## src/rtl/dropout_pkg.sv

```systemverilog
// Shared constants and helpers for the dropout unit: LFSR geometry, per-lane seed derivation
// and the Galois LFSR step function.
package dropout_pkg;

  localparam int          LFSR_W      = 16;
  localparam logic [15:0] LFSR_TAPS   = 16'hB400;
  localparam logic [15:0] SEED_STRIDE = 16'h9E37;

  // Lanes are spread over the sequence by a fixed stride; zero would lock the LFSR up.
  function automatic logic [LFSR_W-1:0] lane_seed(input logic [LFSR_W-1:0] base,
                                                  input int unsigned       lane);
    logic [31:0]       mult;
    logic [LFSR_W-1:0] s;
    mult = lane * {16'd0, SEED_STRIDE};
    s    = base + mult[LFSR_W-1:0];
    if (s == '0) s = 16'h0001;
    return s;
  endfunction

  function automatic logic [LFSR_W-1:0] lfsr_next(input logic [LFSR_W-1:0] v);
    return v[0] ? ((v >> 1) ^ LFSR_TAPS) : (v >> 1);
  endfunction

endpackage

```

## src/rtl/dropout_lfsr.sv

```systemverilog
// One 16-bit Galois LFSR lane: reset or load returns it to its seed, step advances one position.
module dropout_lfsr
  import dropout_pkg::*;
(
  input  logic              clk,
  input  logic              reset,
  input  logic              load,
  input  logic              step,
  input  logic [LFSR_W-1:0] seed,
  output logic [LFSR_W-1:0] value
);

  logic [LFSR_W-1:0] value_q;

  // Reload wins over advance so a seed_load always lands on the seed itself.
  always_ff @(posedge clk or posedge reset) begin
    if (reset) begin
      value_q <= seed;
    end else if (load) begin
      value_q <= seed;
    end else if (step) begin
      value_q <= lfsr_next(value_q);
    end
  end

  assign value = value_q;

endmodule

```

## src/rtl/dropout_unit.sv

```systemverilog
// Per-lane random dropout with a one-beat output register and a saturating drop counter.
// Optional keep-lane Q8.8 scaling is built only when DROPOUT_SCALE_EN is defined.
module dropout_unit
  import dropout_pkg::*;
#(
  parameter int          LANES = 8,
  parameter int          DW    = 16,
  parameter logic [15:0] SEED  = 16'hACE1
) (
  input  logic                  clk,
  input  logic                  reset,
  input  logic                  enable,
  input  logic [15:0]           thresh,
  input  logic [15:0]           scale,
  input  logic                  seed_load,
  input  logic                  stat_clr,
  input  logic                  in_valid,
  output logic                  in_ready,
  input  logic [LANES*DW-1:0]   in_data,
  output logic                  out_valid,
  input  logic                  out_ready,
  output logic [LANES*DW-1:0]   out_data,
  output logic [LANES-1:0]      mask_out,
  output logic [31:0]           drop_count
);

  logic                  accept;
  logic                  lfsr_step;
  logic [LFSR_W-1:0]     lfsr_val [LANES];

  logic                  ov_q, ov_d;
  logic [LANES*DW-1:0]   od_q, od_d;
  logic [LANES-1:0]      mask_q, mask_d;
  logic [31:0]           cnt_q, cnt_d;
  logic [LANES-1:0]      keep_c;
  logic [31:0]           drops_c;

  assign in_ready  = !ov_q || out_ready;
  assign accept    = in_valid && in_ready;
  assign lfsr_step = accept && enable;

  for (genvar i = 0; i < LANES; i++) begin : g_lane
    localparam logic [LFSR_W-1:0] LANE_SEED = lane_seed(SEED, i);
    dropout_lfsr u_lfsr (
      .clk   (clk),
      .reset (reset),
      .load  (seed_load),
      .step  (lfsr_step),
      .seed  (LANE_SEED),
      .value (lfsr_val[i])
    );
  end

  function automatic logic [31:0] sat_add32(input logic [31:0] a, input logic [31:0] b);
    logic [32:0] sum;
    sum = {1'b0, a} + {1'b0, b};
    return sum[32] ? 32'hFFFF_FFFF : sum[31:0];
  endfunction

`ifdef DROPOUT_SCALE_EN
  localparam logic signed [DW-1:0] DMAX = {1'b0, {(DW-1){1'b1}}};
  localparam logic signed [DW-1:0] DMIN = {1'b1, {(DW-1){1'b0}}};

  function automatic logic signed [DW-1:0] sat_dw(input logic signed [DW+16:0] v);
    logic signed [DW+16:0] hi, lo;
    hi = {{17{1'b0}}, DMAX};
    lo = {{17{1'b1}}, DMIN};
    if (v > hi)      return DMAX;
    else if (v < lo) return DMIN;
    else             return v[DW-1:0];
  endfunction

  // Product is widened by one bit so the unsigned scale can enter as a positive signed operand.
  function automatic logic signed [DW-1:0] scale_lane(input logic signed [DW-1:0] x,
                                                      input logic [15:0]          s);
    logic signed [DW+16:0] xe, se, prod;
    xe   = {{17{x[DW-1]}}, x};
    se   = {{(DW+1){1'b0}}, s};
    prod = xe * se;
    return sat_dw(prod >>> 8);
  endfunction
`else
  logic scale_unused;
  assign scale_unused = ^scale;
`endif

  always_comb begin
    ov_d    = ov_q;
    od_d    = od_q;
    mask_d  = mask_q;
    cnt_d   = cnt_q;
    keep_c  = '1;
    drops_c = '0;
    if (accept) begin
      for (int i = 0; i < LANES; i++) begin
        keep_c[i] = !enable || (lfsr_val[i] >= thresh);
`ifdef DROPOUT_SCALE_EN
        od_d[i*DW +: DW] = keep_c[i] ? scale_lane(in_data[i*DW +: DW], scale) : '0;
`else
        od_d[i*DW +: DW] = keep_c[i] ? in_data[i*DW +: DW] : '0;
`endif
        drops_c = drops_c + {31'd0, ~keep_c[i]};
      end
      mask_d = keep_c;
      ov_d   = 1'b1;
      cnt_d  = sat_add32(cnt_q, drops_c);
    end else if (out_ready) begin
      ov_d = 1'b0;
    end
    if (stat_clr) cnt_d = '0;
  end

  // Output register stage: one beat of latency, held while the consumer stalls.
  always_ff @(posedge clk or posedge reset) begin
    if (reset) begin
      ov_q   <= 1'b0;
      od_q   <= '0;
      mask_q <= '0;
      cnt_q  <= '0;
    end else begin
      ov_q   <= ov_d;
      od_q   <= od_d;
      mask_q <= mask_d;
      cnt_q  <= cnt_d;
    end
  end

  assign out_valid  = ov_q;
  assign out_data   = od_q;
  assign mask_out   = mask_q;
  assign drop_count = cnt_q;

endmodule

```

## config.mk

```make
export PLATFORM = sky130hd
export DESIGN_NAME = dropout_unit
export DESIGN_NICKNAME = d
export VERILOG_FILES = /design/src/rtl/dropout_pkg.sv /design/src/rtl/dropout_lfsr.sv /design/src/rtl/dropout_unit.sv
export SDC_FILE = /design/constraint.sdc
export NUM_CORES = 1
export LEC_CHECK = 0
export CAP_MARGIN = 20
export CORE_UTILIZATION = 50
export DETAILED_ROUTE_END_ITERATION = 8
export PLACE_DENSITY = 0.75
export SYNTH_ARGS = -nofsm -noshare
export SYNTH_HDL_FRONTEND = slang
export SYNTH_SLANG_ARGS = --single-unit
```

## constraint.sdc

```tcl
create_clock -name clk -period 11.54 [get_ports clk]
set_input_delay 2.308 -clock clk [delete_from_list [all_inputs] [get_ports clk]]
set_output_delay 2.308 -clock clk [all_outputs]
set_load 0.01 [all_outputs]
```

* Yosys cells after proc, flatten, opt, wreduce, memory -nomap -nowiden *
Cells that the tools add are included.

cells by class
  add/sub/neg operators = 8
  magnitude comparators = 8
  multiplexer cells = 37
  bitwise logic cells = 16
  reduce and logical (&&, ||, !) cells = 16

operators with widths
  cell                                      count
  16-bit 2-to-1 mux                         32
  16-bit >= comparator                      8
  32-bit 2-to-1 mux                         3
  32-bit by 8-bit adder with 33-bit output  1
  3-bit NOT with 4-bit output               8
  1-bit logical OR                          9
  7-bit by 1-bit adder with 8-bit output    1
  1-bit NOT                                 8
  6-bit by 1-bit adder with 7-bit output    1
  5-bit by 1-bit adder with 6-bit output    1
  2-bit nonzero test                        3
  4-bit by 1-bit adder with 5-bit output    1
  3-bit by 1-bit adder with 4-bit output    1
  2-bit by 1-bit adder with 3-bit output    1
  1-bit by 1-bit adder with 2-bit output    1
  1-bit logical AND                         2
  1-bit logical NOT                         2
  1-bit 2-to-1 mux                          2

word-level totals
  flip-flop bits (word level) = 297
  input bits = 167
  output and inout port bits = 170

* Logic depth before layout (Yosys ltp) *
  word-level depth = 14
  depth in mapped cells = 23
  mapped depth without buffers = 21

* Worst setup path after synthesis *
OpenSTA, ideal clock, no wires.

  path kind = input port to flip-flop
  from = input port thresh[15]
  to = register cnt_q[1], in the netlist drop_count[1]
  arrival = 6821 ps
  data required time = 11444 ps
  slack = 4623 ps
  stages on the path = 20
  cells stage by stage = inv_1 -> ha_1 -> nand4_1 -> nor3_1 -> a2111oi_0 -> and3_1 -> fa_1 -> inv_1 -> fa_1 -> inv_1 -> fa_1 -> fa_1 -> inv_1 -> fa_1 -> nor2b_1 -> o31a_1 -> nand3_1 -> or2_4 -> buf_6 -> a311oi_2

on the way
  longest elaborated chain between the ends = 14
  elaborated cells on any way between the ends = 35

RTL lines
  what                                          line                 source
  start: declaration                            dropout_unit.sv:13   input logic [15:0] thresh,
  16-bit >= comparator                          dropout_unit.sv:96   keep_c[i] = !enable || (lfsr_val[i] >= thresh);
  1-bit logical OR                              dropout_unit.sv:96
  1-bit NOT                                     dropout_unit.sv:102  drops_c = drops_c + {31'd0, ~keep_c[i]};
  1-bit by 1-bit adder with 2-bit output        dropout_unit.sv:102
  2-bit by 1-bit adder with 3-bit output        dropout_unit.sv:102
  3-bit by 1-bit adder with 4-bit output        dropout_unit.sv:102
  4-bit by 1-bit adder with 5-bit output        dropout_unit.sv:102
  5-bit by 1-bit adder with 6-bit output        dropout_unit.sv:102
  6-bit by 1-bit adder with 7-bit output        dropout_unit.sv:102
  7-bit by 1-bit adder with 8-bit output (*)    dropout_unit.sv:102
  32-bit by 8-bit adder with 33-bit output (*)  dropout_unit.sv:56   sum = {1'b0, a} + {1'b0, b};
  32-bit 2-to-1 mux (*)                         dropout_unit.sv:57   return sum[32] ? 32'hFFFF_FFFF : sum[31:0];
  32-bit 2-to-1 mux (*)                         dropout_unit.sv:94   if (accept) begin
  32-bit 2-to-1 mux (*)                         dropout_unit.sv:110  if (stat_clr) cnt_d = '0;
  end signal: assignment                        dropout_unit.sv:124  cnt_q <= cnt_d;
  end: declaration                              dropout_unit.sv:34   logic [31:0] cnt_q, cnt_d;

Every way passes the cells marked *; elsewhere a longest branch is shown, timed or not. The select of a mux whose other input is x is not followed.
A chain may end at the register's enable or synchronous reset.

* Worst setup path after layout *
  from = input port thresh[11]
  to = register cnt_q[11], in the netlist drop_count[11]

Same word-level chain as after synthesis.

==> metrics <==
Routed WL=between 40,000 and 50,000 µm; count leader, synth=nand2_1; I/O Pins=about 340; sequential area share after synthesis=0.502; Adder-Cell Fraction of Synth Area=0.119; Hold Path Sink=mask_out[5]; most common cell type on the critical path=fa_1; fraction of synthesized area in multiplexers=0.00268; simple-gate share of the synthesized area=0.164; Max Freq=0.126 GHz; largest area contributor in the netlist=dfrtp_1; Commonest cells post-synth=nand2_1, dfrtp_1, ha_1; main area contributors after synthesis=dfrtp_1, ha_1, dfstp_2, nand2_1, a22o_1; run status=complete, no violations; hpwl dp=28,800 µm; reg2reg path depth=19; Clk network pwr share=0.396; Post-Layout Cell Count=2,212; Hold Buf Count CTS=0; EDFF count, synth=0; Synth Area in Compound Gates=0.163; Top FF cell, synth=dfrtp_1; Syn. warnings=0; Placed Cells=2,149; Rows=between 60 and 70; CTS tree=built; Seq cells post-synth=297; antenna violations before repair=0; Clock Tree Buf Depth=3; Seq pwr share=0.408; Vias=12,582; largest family of logic cells by synthesized area=simple AND/OR/NAND/NOR gates; Die ar.=0.0306 mm²; pre-CTS setup slack=3.14 ns; Die X-Extent=roughly 170 µm; Slew Viols, Final=0; combinational group share of total power=0.196; vias in the first global route=12,150; async set-reset flop share out of synthesis=1.00; starting density of the core=0.514; clk_lat worst skew=around 0.51 ns; buffer and inverter count on the worst path=5; Area Growth Syn to Fin=31.5%; Cell Area, Synth=0.0150 mm²; CTS root buffer=clkbuf_16; Largest delay share family, worst path=adder cells; top-area cell type share of the netlist area=0.398; CP Data Required Time=11.93 ns; initial drt markers=about 960; worst-margin pin slew=1.06 ns; routability cong.=around 0.83; H-tree depth=2; synthesized area per cell=9.87 µm²; drt drc=0; period utilization=0.687; ANT cells=0; Die H=175 µm; worst reg2reg setup slack=5.78 ns; grt ovf=0; PostCTS Resize Cnt=0; post-CTS setup buffer count=0; all-layer global routing usage=0.280; Max Cap Viol=0; CP Class=in2reg; Slew headroom=0.296; Final Hold Viols=0; slowest cell delay on critical path=0.60 ns; RSZ-0062 raised after global routing=no; Pleak=8.76 nW; WL/cell=19.4 µm; total CTS buffers=35; setup total negative slack=0 ns; Syn Inst Count=1,516; Core Box Area=0.0291 mm²; DP Area=~0.018 mm²; port buffer count=320; crit path launch type=input pin; layout cells sized above 1=0.0875; Via density=5.69; Slowest-stage cell, CP=a2111oi_0; critical-path cell list=clkdlybuf4s50_1 -> inv_1 -> ha_1 -> nand4_1 -> nor3_1 -> a2111oi_0 -> and3_1 -> fa_1 -> inv_1 -> fa_1 -> inv_1 -> fa_1 -> fa_1 -> inv_1 -> fa_1 -> nor2b_1 -> o31a_1 -> nand3_1 -> nor2_1 -> nor2_1 -> a211oi_1; syn_nets=1,822; cell internal pwr=2.16 mW; Pre-antenna DRT Iters=6; final core utilization=0.676; Hold Crit Depth=1; min-delay src=mask_out[5]; CTS clk-pin slew, worst paths=0.06 ns; R2R Path Start=g_lane[6].u_lfsr.value[13]; first-pass GRT wire length=67,500 µm; FF-to-FF End=drop_count[11]; switching share of power=0.267; CTS Sinks=297; maximum vdd drop=0.108 mV; Final setup viols=0; min-delay worst type=reg2reg; post-route antenna net violation count=0; CP Data Arrival Time=8.32 ns; Tmin final=7.93 ns; switching power=790 µW; Power Density=approximately 150 mW/mm²; final net count=2,109; design area=0.0197 mm²; post-synth cell types=53; Layout Skew=0.0195 ns; Crit Path Max Fanout=8; post-synthesis xor/xnor area fraction=0.0158; largest net degree at the start of global routing=113; Final WS setup=about 3.6 ns; Worst Setup End Kind=register
per-stage QoR:
step | hold WS, ns | total power [mW]
finish | 0.473 | 2.95
CTS | 0.479 | 2.98
floorplan | 0.473 | 1.50
global placement | 0.459 | 1.78
global route | 0.484 | 3.09
detailed placement | 0.466 | 1.80
how the worst max path moves through the flow:
stage	startpoint	slack [ns]	cells past startpoint	end
floorplan	reset	1.13	1	drop_count[0]
global placement	thresh[11]	3.21	21	drop_count[11]
detailed placement	thresh[11]	3.14	21	drop_count[11]
CTS	thresh[11]	3.64	21	drop_count[11]
global route	thresh[11]	3.12	21	drop_count[11]
finish	thresh[11]	3.61	21	drop_count[11]
cell usage in the layout (no fill, tap or decap), types with 25 or more instances in the layout:
cell type / n
nand2_1: 319
nand3_1: 60
xnor2_1: 25
nor3_1: 38
ha_1: 134
a21oi_1: 120
dfrtp_1: 238
nor2_1: 83
clkdlybuf4s50_1: 319
a211oi_1: 27
dfstp_2: 59
clkbuf_16: 35
o21ai_0: 41
a22o_1: 80
inv_1: 37
power by group through the flow:
stage	clock, mW	combinational, mW	sequential (mW)
2_1_floorplan	0	0.259	1.25
3_3_place_gp	0	0.564	1.22
3_5_place_dp	0	0.580	1.22
4_1_cts	1.19	0.584	1.21
5_1_grt	1.23	0.635	1.22
6_report	1.17	0.580	1.21
flip-flops by register name, indices dropped and copies added, names as in the netlist:
register	flops
g_lane.u_lfsr.value	128
drop_count	32
mask_out	8
out_valid	1
out_data	128
cell type report:
cell class	instances	area (µm²)
fill	2317	9420
sequential	297	7510
multi-input combinational	1094	6980
timing repair buffer	336	3320
clock buffer	48	1010
tap	384	480
clock inverter	14	213
inverter	39	154
worst reg2reg max path, delay by kind of cell, from the launching register on:
family	cells	cell delay (ns)
buf+inv	3	0.16
fa+ha+maj	6	2.14
compound gates	5	1.40
flops	1	0.56
simple gates	5	1.39
cell families (layout without fill, tap and decap cells):
group,after synthesis,in the layout
xor gates and xnor gates,27,27
adders and majority gates,139,139
buffers and inverters,125,437
AOI/OAI and AO/OA,361,361
and+or+nand+nor,563,563
DFF,297,297
muxes,4,4
per-layer routing:
metal,up-vias,routed length (µm),track usage
met3,92,2380,0.0418
li1,5923,-,-
met4,0,1570,0.101
met5,-,0,0
met1,6164,18200,0.376
met2,403,20800,0.462
No activity file was read; power rests on OpenSTA's default activity.
